### src/rtl/ddma_pkg.sv
// ddma_pkg: shared definitions for the DMA-to-NoC engine.
//   state_t   : engine FSM states (HEADER is only reached when the
//               DDMA_HEADER_EN macro is defined at build time)
//   ST_*      : bit positions inside status_out / irq_out
package ddma_pkg;

  typedef enum logic [2:0] {
    IDLE   = 3'd0,
    FETCH  = 3'd1,
    WAIT   = 3'd2,
    SEND   = 3'd3,
    DONE   = 3'd4,
    HEADER = 3'd5
  } state_t;

  localparam int ST_BUSY    = 0;
  localparam int ST_DONE    = 1;
  localparam int ST_ERROR   = 2;
  localparam int ST_DROPPED = 3;
  localparam int ST_RSVD    = 4;

endpackage

### src/rtl/ddma_serializer.sv
// ddma_serializer: splits one memory word into MEMORY_BUS_WIDTH/FLIT_WIDTH
// flits, least-significant flit first, advancing on each valid/ready
// handshake.
//   clock, reset : rising-edge clock, synchronous active-high reset
//   load         : capture word_in and start presenting its first flit
//   word_in      : memory word to serialize
//   ready        : downstream ready; a flit moves when valid && ready
//   flit         : current flit (held stable while not accepted)
//   valid        : a flit is being presented
//   last         : the presented flit is the final one of the word
module ddma_serializer #(
  parameter int MEMORY_BUS_WIDTH = 32,
  parameter int FLIT_WIDTH       = 16
) (
  input  logic                        clock,
  input  logic                        reset,
  input  logic                        load,
  input  logic [MEMORY_BUS_WIDTH-1:0] word_in,
  input  logic                        ready,
  output logic [FLIT_WIDTH-1:0]       flit,
  output logic                        valid,
  output logic                        last
);

  localparam int NFLITS = MEMORY_BUS_WIDTH / FLIT_WIDTH;
  localparam int CW     = (NFLITS > 1) ? $clog2(NFLITS) : 1;
  localparam logic [CW-1:0] LAST_IDX = CW'(NFLITS - 1);
  localparam logic [CW-1:0] ONE_IDX  = CW'(1);

  logic [MEMORY_BUS_WIDTH-1:0] shift_p0;
  logic [CW-1:0]               idx_p0;
  logic                        vld_p0;

  // Stage p0: shift register; the low flit is always the one on the wire.
  // After the last flit is accepted the register is left untouched so the
  // output does not toggle needlessly while idle.
  always_ff @(posedge clock) begin
    if (reset) begin
      shift_p0 <= '0;
      idx_p0   <= '0;
      vld_p0   <= 1'b0;
    end else if (load) begin
      shift_p0 <= word_in;
      idx_p0   <= '0;
      vld_p0   <= 1'b1;
    end else if (vld_p0 && ready) begin
      if (idx_p0 == LAST_IDX) begin
        vld_p0 <= 1'b0;
      end else begin
        shift_p0 <= shift_p0 >> FLIT_WIDTH;
        idx_p0   <= idx_p0 + ONE_IDX;
      end
    end
  end

  assign flit  = shift_p0[FLIT_WIDTH-1:0];
  assign valid = vld_p0;
  assign last  = (idx_p0 == LAST_IDX);

endmodule

### src/rtl/ddma_engine.sv
// ddma_engine: reads a block of memory words and streams them onto a NoC
// link as flits.
//   clock, reset      : rising-edge clock, synchronous active-high reset
//   addr_in           : word address of the first word (latched on cmd_in)
//   nbytes_in         : transfer length in bytes (latched on cmd_in)
//   cmd_in            : one-cycle start pulse
//   status_out        : {0, dropped, error, done, busy}
//   irq_out           : one-cycle pulses at the done/error/dropped positions
//   mem_addr_out      : memory word read address
//   mem_rd_out        : read strobe, data returns one cycle later
//   mem_data_in       : memory read data
//   flit_out          : NoC flit
//   flit_valid_out    : flit valid
//   flit_ready_in     : NoC ready
// Build option: define DDMA_HEADER_EN to prefix each transfer with one
// header flit carrying the word count (truncated to FLIT_WIDTH bits).
// MEMORY_BUS_WIDTH must be 32 or 64 and a multiple of FLIT_WIDTH.
module ddma_engine
  import ddma_pkg::*;
#(
  parameter int MEMORY_BUS_WIDTH = 32,
  parameter int FLIT_WIDTH       = 16
) (
  input  logic                        clock,
  input  logic                        reset,
  input  logic [MEMORY_BUS_WIDTH-3:0] addr_in,
  input  logic [MEMORY_BUS_WIDTH-3:0] nbytes_in,
  input  logic                        cmd_in,
  output logic [4:0]                  status_out,
  output logic [4:0]                  irq_out,
  output logic [MEMORY_BUS_WIDTH-3:0] mem_addr_out,
  output logic                        mem_rd_out,
  input  logic [MEMORY_BUS_WIDTH-1:0] mem_data_in,
  output logic [FLIT_WIDTH-1:0]       flit_out,
  output logic                        flit_valid_out,
  input  logic                        flit_ready_in
);

  localparam int AW             = MEMORY_BUS_WIDTH - 2;
  localparam int BYTES_PER_WORD = MEMORY_BUS_WIDTH / 8;
  localparam int BSH            = $clog2(BYTES_PER_WORD);
  localparam logic [AW-1:0] ONE_W = AW'(1);

  state_t          state;
  logic [AW-1:0]   addr_q;
  logic [AW-1:0]   words_q;
  logic            busy_q;
  logic            done_q;
  logic            error_q;
  logic            dropped_q;
  logic [4:0]      irq_q;

  logic            len_bad;
  logic [AW-1:0]   words_in;
  logic            ser_load;
  logic            ser_valid;
  logic            ser_last;
  logic            word_done;
  logic [FLIT_WIDTH-1:0] ser_flit;

`ifdef DDMA_HEADER_EN
  logic                  hdr_vld_q;
  logic [FLIT_WIDTH-1:0] hdr_flit_q;

  // Word count as it appears on the wire: low FLIT_WIDTH bits, zero-extended
  // when the flit is wider than the count.
  function automatic logic [FLIT_WIDTH-1:0] hdr_of(input logic [AW-1:0] words);
    logic [AW+FLIT_WIDTH-1:0] ext;
    ext = {{FLIT_WIDTH{1'b0}}, words};
    return ext[FLIT_WIDTH-1:0];
  endfunction
`endif

  // A length is only usable if it is a non-zero whole number of words.
  assign len_bad   = (nbytes_in == '0) || (nbytes_in[BSH-1:0] != '0);
  assign words_in  = nbytes_in >> BSH;
  // Read data is on mem_data_in during WAIT (one cycle after the strobe).
  assign ser_load  = (state == WAIT);
  assign word_done = ser_valid && flit_ready_in && ser_last;

  ddma_serializer #(
    .MEMORY_BUS_WIDTH (MEMORY_BUS_WIDTH),
    .FLIT_WIDTH       (FLIT_WIDTH)
  ) u_serializer (
    .clock   (clock),
    .reset   (reset),
    .load    (ser_load),
    .word_in (mem_data_in),
    .ready   (flit_ready_in),
    .flit    (ser_flit),
    .valid   (ser_valid),
    .last    (ser_last)
  );

  always_ff @(posedge clock) begin
    if (reset) begin
      state        <= IDLE;
      addr_q       <= '0;
      words_q      <= '0;
      busy_q       <= 1'b0;
      done_q       <= 1'b0;
      error_q      <= 1'b0;
      dropped_q    <= 1'b0;
      irq_q        <= '0;
      mem_rd_out   <= 1'b0;
      mem_addr_out <= '0;
`ifdef DDMA_HEADER_EN
      hdr_vld_q    <= 1'b0;
      hdr_flit_q   <= '0;
`endif
    end else begin
      irq_q      <= '0;
      mem_rd_out <= 1'b0;

      // A command arriving while a transfer runs is discarded but reported.
      if (cmd_in && busy_q) begin
        dropped_q          <= 1'b1;
        irq_q[ST_DROPPED]  <= 1'b1;
      end

      case (state)
        IDLE: begin
          if (cmd_in) begin
            done_q    <= 1'b0;
            dropped_q <= 1'b0;
            if (len_bad) begin
              error_q         <= 1'b1;
              irq_q[ST_ERROR] <= 1'b1;
            end else begin
              error_q <= 1'b0;
              busy_q  <= 1'b1;
              addr_q  <= addr_in;
              words_q <= words_in;
`ifdef DDMA_HEADER_EN
              hdr_vld_q  <= 1'b1;
              hdr_flit_q <= hdr_of(words_in);
              state      <= HEADER;
`else
              mem_rd_out   <= 1'b1;
              mem_addr_out <= addr_in;
              state        <= FETCH;
`endif
            end
          end
        end
`ifdef DDMA_HEADER_EN
        HEADER: begin
          if (flit_ready_in) begin
            hdr_vld_q    <= 1'b0;
            mem_rd_out   <= 1'b1;
            mem_addr_out <= addr_q;
            state        <= FETCH;
          end
        end
`endif
        FETCH: state <= WAIT;
        WAIT:  state <= SEND;
        SEND: begin
          if (word_done) begin
            addr_q  <= addr_q + ONE_W;
            words_q <= words_q - ONE_W;
            if (words_q > ONE_W) begin
              mem_rd_out   <= 1'b1;
              mem_addr_out <= addr_q + ONE_W;
              state        <= FETCH;
            end else begin
              state <= DONE;
            end
          end
        end
        DONE: begin
          busy_q         <= 1'b0;
          done_q         <= 1'b1;
          irq_q[ST_DONE] <= 1'b1;
          state          <= IDLE;
        end
        default: state <= IDLE;
      endcase
    end
  end

  assign status_out[ST_BUSY]    = busy_q;
  assign status_out[ST_DONE]    = done_q;
  assign status_out[ST_ERROR]   = error_q;
  assign status_out[ST_DROPPED] = dropped_q;
  assign status_out[ST_RSVD]    = 1'b0;
  assign irq_out                = irq_q;

`ifdef DDMA_HEADER_EN
  assign flit_out       = hdr_vld_q ? hdr_flit_q : ser_flit;
  assign flit_valid_out = hdr_vld_q | ser_valid;
`else
  assign flit_out       = ser_flit;
  assign flit_valid_out = ser_valid;
`endif

endmodule

### config.mk
export PLATFORM = sky130hd
export DESIGN_NAME = ddma_engine
export DESIGN_NICKNAME = d
export VERILOG_FILES = /design/src/rtl/ddma_pkg.sv /design/src/rtl/ddma_serializer.sv /design/src/rtl/ddma_engine.sv
export SDC_FILE = /design/constraint.sdc
export NUM_CORES = 1
export LEC_CHECK = 0
export BUFFER_PORTS_ARGS = -buffer_cell sky130_fd_sc_hd__buf_4
export CAP_MARGIN = 40
export CELL_PAD_IN_SITES_DETAIL_PLACEMENT = 1
export CELL_PAD_IN_SITES_GLOBAL_PLACEMENT = 2
export CORE_UTILIZATION = 31
export DETAILED_ROUTE_END_ITERATION = 7
export GPL_TIMING_DRIVEN = 0
export MAX_ROUTING_LAYER = met4
export PLACE_DENSITY = 0.92
export SLEW_MARGIN = 20
export SYNTH_ARGS = -nofsm -noshare
export SYNTH_HDL_FRONTEND = slang
export SYNTH_SLANG_ARGS = --single-unit
### constraint.sdc
create_clock -name clock -period 3.5 [get_ports clock]
set_clock_uncertainty 0.05 [all_clocks]
set_input_delay 0.175 -clock clock [delete_from_list [all_inputs] [get_ports clock]]
set_output_delay 0.175 -clock clock [all_outputs]
set_load 0.02 [all_outputs]
==> results.sh <==
export IMPL_p_leak_nw=3.57
export IMPL_drive_above_1_share=0.202
export IMPL_postSynthCellCount=901
export IMPL_cts_root_buf="clkbuf_16"
export IMPL_synthFlopType="dfxtp_1"
export IMPL_grt_max_degree=17
export IMPL_synth_area_per_cell_um2=7.71
export IMPL_hold_ws_ps=2.88
export IMPL_cp_arrival_ps=3540
export IMPL_synth_top_area_frac=0.389
export IMPL_cts_resized=0
export IMPL_area_delta_synth_final_pct=33.6
export IMPL_clkPwrFrac=0.421
export IMPL_antenna_found_initial=0
export IMPL_synth_seq_cells=135
export IMPL_synthArstFlopShare=0
export IMPL_final_cell_mix="buf_4 (172), dfxtp_1 (135), nand2_1 (104)"
export IMPL_syn_area_mm2=0.00695
export IMPL_r2r_cells=8
export IMPL_max_clock_freq_mhz=303
export IMPL_status="complete, no violations"
export IMPL_row_count=54
export IMPL_dr_first_iter_drc_count=380
export IMPL_clock_sinks=135
export IMPL_pwr_share_comb=0.204
export IMPL_wire_per_inst_um=19.6
export IMPL_finalHoldViolCount=0
export IMPL_p_sw_mw=1.35
export IMPL_min_to="u_serializer.shift_p0[0]$_SDFFE_PP0P_"
export IMPL_relSlewSlack=0.461
export IMPL_fp_dieArea_mm2=0.0230
export IMPL_drtPass1Iterations=5
export IMPL_drt_total_wl_um=27300
export IMPL_powerDensity_mw_per_mm2=488
export IMPL_antenna_cells=0
export IMPL_boundaryPins=154
export IMPL_p_int_mw=3.18
export IMPL_r2r_slack_ps=350
export IMPL_synth_edf_count=0
export IMPL_slew_viol_final=0
export IMPL_vdd_drop_max_v=0.000359
export IMPL_worstSkewPairLatency_ps=430
export IMPL_cts_path_max_buffers=2
export IMPL_hold_depth=3
export IMPL_gp_routability_congestion=0.880
export IMPL_rr_startpoint="state[0]$_SDFFE_PP0P_"
export IMPL_synth_warnings=0
export IMPL_crit_fanout=10
export IMPL_swShare=0.298
export IMPL_hp_class="input port to flip-flop"
export IMPL_required_ps=3740
export IMPL_critPathLaunchType="input port"
export IMPL_post_route_period_util=0.944
export IMPL_yosysUniqueCellTypes=62
export IMPL_period_minus_slack_ps=3300
export IMPL_grt_overflow=0
export IMPL_tightestPinTransition_ps=809
export IMPL_layout_nets=1195
export IMPL_crit_type="input port to flip-flop"
export IMPL_portBuffers=149
export IMPL_rsz0062_at_grt="false"
export IMPL_viasPerCell=5.43
export IMPL_start_util=0.317
export IMPL_r2r_end="addr_q[25]$_SDFFE_PP0P_"
export IMPL_drv_cap=0
export IMPL_vias=7537
export IMPL_setup_viol=0
export IMPL_hpwl_um=19600
export IMPL_cp_end_kind="flip-flop"
export IMPL_die_h_um=152
export IMPL_p_seq_frac=0.376
export IMPL_synth_top_area_cell="dfxtp_1"
export IMPL_grt_pass1_vias=7645
export IMPL_track_usage=0.248
export IMPL_numCtsBuffers=17
export IMPL_synth_area_leaders="dfxtp_1 (39%), a21oi_1 (6.5%), nand2_1 (5.6%)"
export IMPL_tns_ps=0
export IMPL_final_antenna_net_count=0
export IMPL_cts_reportedPaths_clkPinSlew_ps=60
export IMPL_cts_tree="done"
export IMPL_htreeDepth=4
export IMPL_ys_seq_area_frac=0.389
export IMPL_grt_pass1_wl_um=42100
export IMPL_drc=0
export IMPL_core_mm2=0.0219
export IMPL_die_w_um=152
export IMPL_min_from="mem_data_in[0]"
export IMPL_p_total_mw=4.53
export IMPL_final_common_cell="buf_4"
[routing by layer]
metal	share of wire	global-route usage	vias up
met4	0.027	0.0871	0
met5	0	-	-
met2	0.48	0.401	202
met1	0.45	0.315	3701
met3	0.043	0.0362	46
li1	-	-	3588
[repair_timing]
item | 4_1_cts | 5_1_grt
setup endpoints to repair | 0 | 0
endpoints found under the hold margin | 23 | 0
setup buffers | 0 | 0
hold buffers | 23 | 0
[flip-flops by register name (all words and copies together) (netlist names)]
register / count
dropped_q: 1
addr_q: 30
words_q: 30
irq_out: 3
mem_rd_out: 1
u_serializer.valid: 1
error_q: 1
state: 3
done_q: 1
u_serializer.shift_p0: 32
mem_addr_out: 30
u_serializer.last: 1
busy_q: 1
[Yosys cell counts (5+ instances only)]
| library cell | n |
|---|---|
| dfxtp_1 | 135 |
| mux2i_1 | 22 |
| xnor2_1 | 18 |
| o21ai_0 | 70 |
| inv_1 | 9 |
| a21oi_1 | 90 |
| nand3b_1 | 8 |
| nand4_1 | 13 |
| or4_1 | 11 |
| nor3_1 | 11 |
| a31oi_1 | 11 |
| a211o_1 | 8 |
| buf_4 | 23 |
| buf_1 | 8 |
| a211oi_1 | 27 |
| clkbuf_1 | 59 |
| or3_1 | 6 |
| nor2_1 | 91 |
| nor4_1 | 25 |
| nand2b_1 | 16 |
| nand3_1 | 40 |
| or2_2 | 5 |
| nand2_1 | 104 |
| a22oi_1 | 16 |
| o31ai_1 | 9 |
| o21a_1 | 5 |
| o21ai_1 | 7 |
[worst max-delay path, cell delays in order]
cell and delay (ps):
buf_4 110, nor4_1 530, nand3_1 230, o21a_1 350, a32oi_1 500, clkbuf_1 520
clkbuf_1 540, clkbuf_1 390, o21ai_0 170
[how the worst max path moves through the flow]
| stage | depth (start not counted) | startpoint | end |
|---|---|---|---|
| global route | 9 | state[0]$_SDFFE_PP0P_ | addr_q[26]$_SDFFE_PP0P_ |
| floorplan | 9 | words_q[5]$_SDFFE_PP0P_ | mem_addr_out[12]$_SDFFE_PP0P_ |
| CTS | 9 | nbytes_in[25] | addr_q[25]$_SDFFE_PP0P_ |
| detailed placement | 9 | nbytes_in[25] | addr_q[25]$_SDFFE_PP0P_ |
| global placement | 9 | nbytes_in[25] | addr_q[28]$_SDFFE_PP0P_ |
| finish | 9 | nbytes_in[25] | addr_q[25]$_SDFFE_PP0P_ |
[cell families (layout without fill, tap and decap cells)]
| kind of cell | Yosys count | in the layout | synth area share |
|---|---|---|---|
| xor+xnor | 19 | 19 | 0.0240 |
| mux | 22 | 22 | 0.0317 |
| flops | 135 | 135 | 0.389 |
| other cells | 1 | 3 | 0.000540 |
| buf+inv | 105 | 311 | 0.0738 |
| compound gates | 264 | 264 | 0.228 |
| fa+ha+maj | 3 | 3 | 0.00540 |
| simple gates | 352 | 352 | 0.247 |
[layout make-up]
type	count	area, µm²
fill	2733	12600
clock buffer	22	474
inverter	9	33.8
buffer	96	479
tap	280	350
sequential	135	2700
timing repair buffer	174	1360
clock inverter	10	143
multi-input combinational	663	3740
[power by group through the flow]
| stage | clock (mW) | combinational [mW] | sequential, mW |
|---|---|---|---|
| after floorplan | 0 | 0.520 | 1.73 |
| after global placement | 0 | 0.873 | 1.73 |
| after detailed placement | 0 | 0.886 | 1.73 |
| after CTS | 1.92 | 0.915 | 1.70 |
| after global routing | 1.98 | 0.999 | 1.71 |
| final | 1.91 | 0.923 | 1.70 |
[metrics by stage]
stage	util	setup slack (ps)	cells	area (µm²)
finish	0.424	196	1389	9280
global route	0.424	108	1389	9280
CTS	0.424	322	1389	9280
detailed placement	0.385	-94.5	1334	8430
global placement	0.385	-45.5	1332	8420
floorplan	-	973	903	6950
Note: power is estimated with default switching activity, not from simulation.
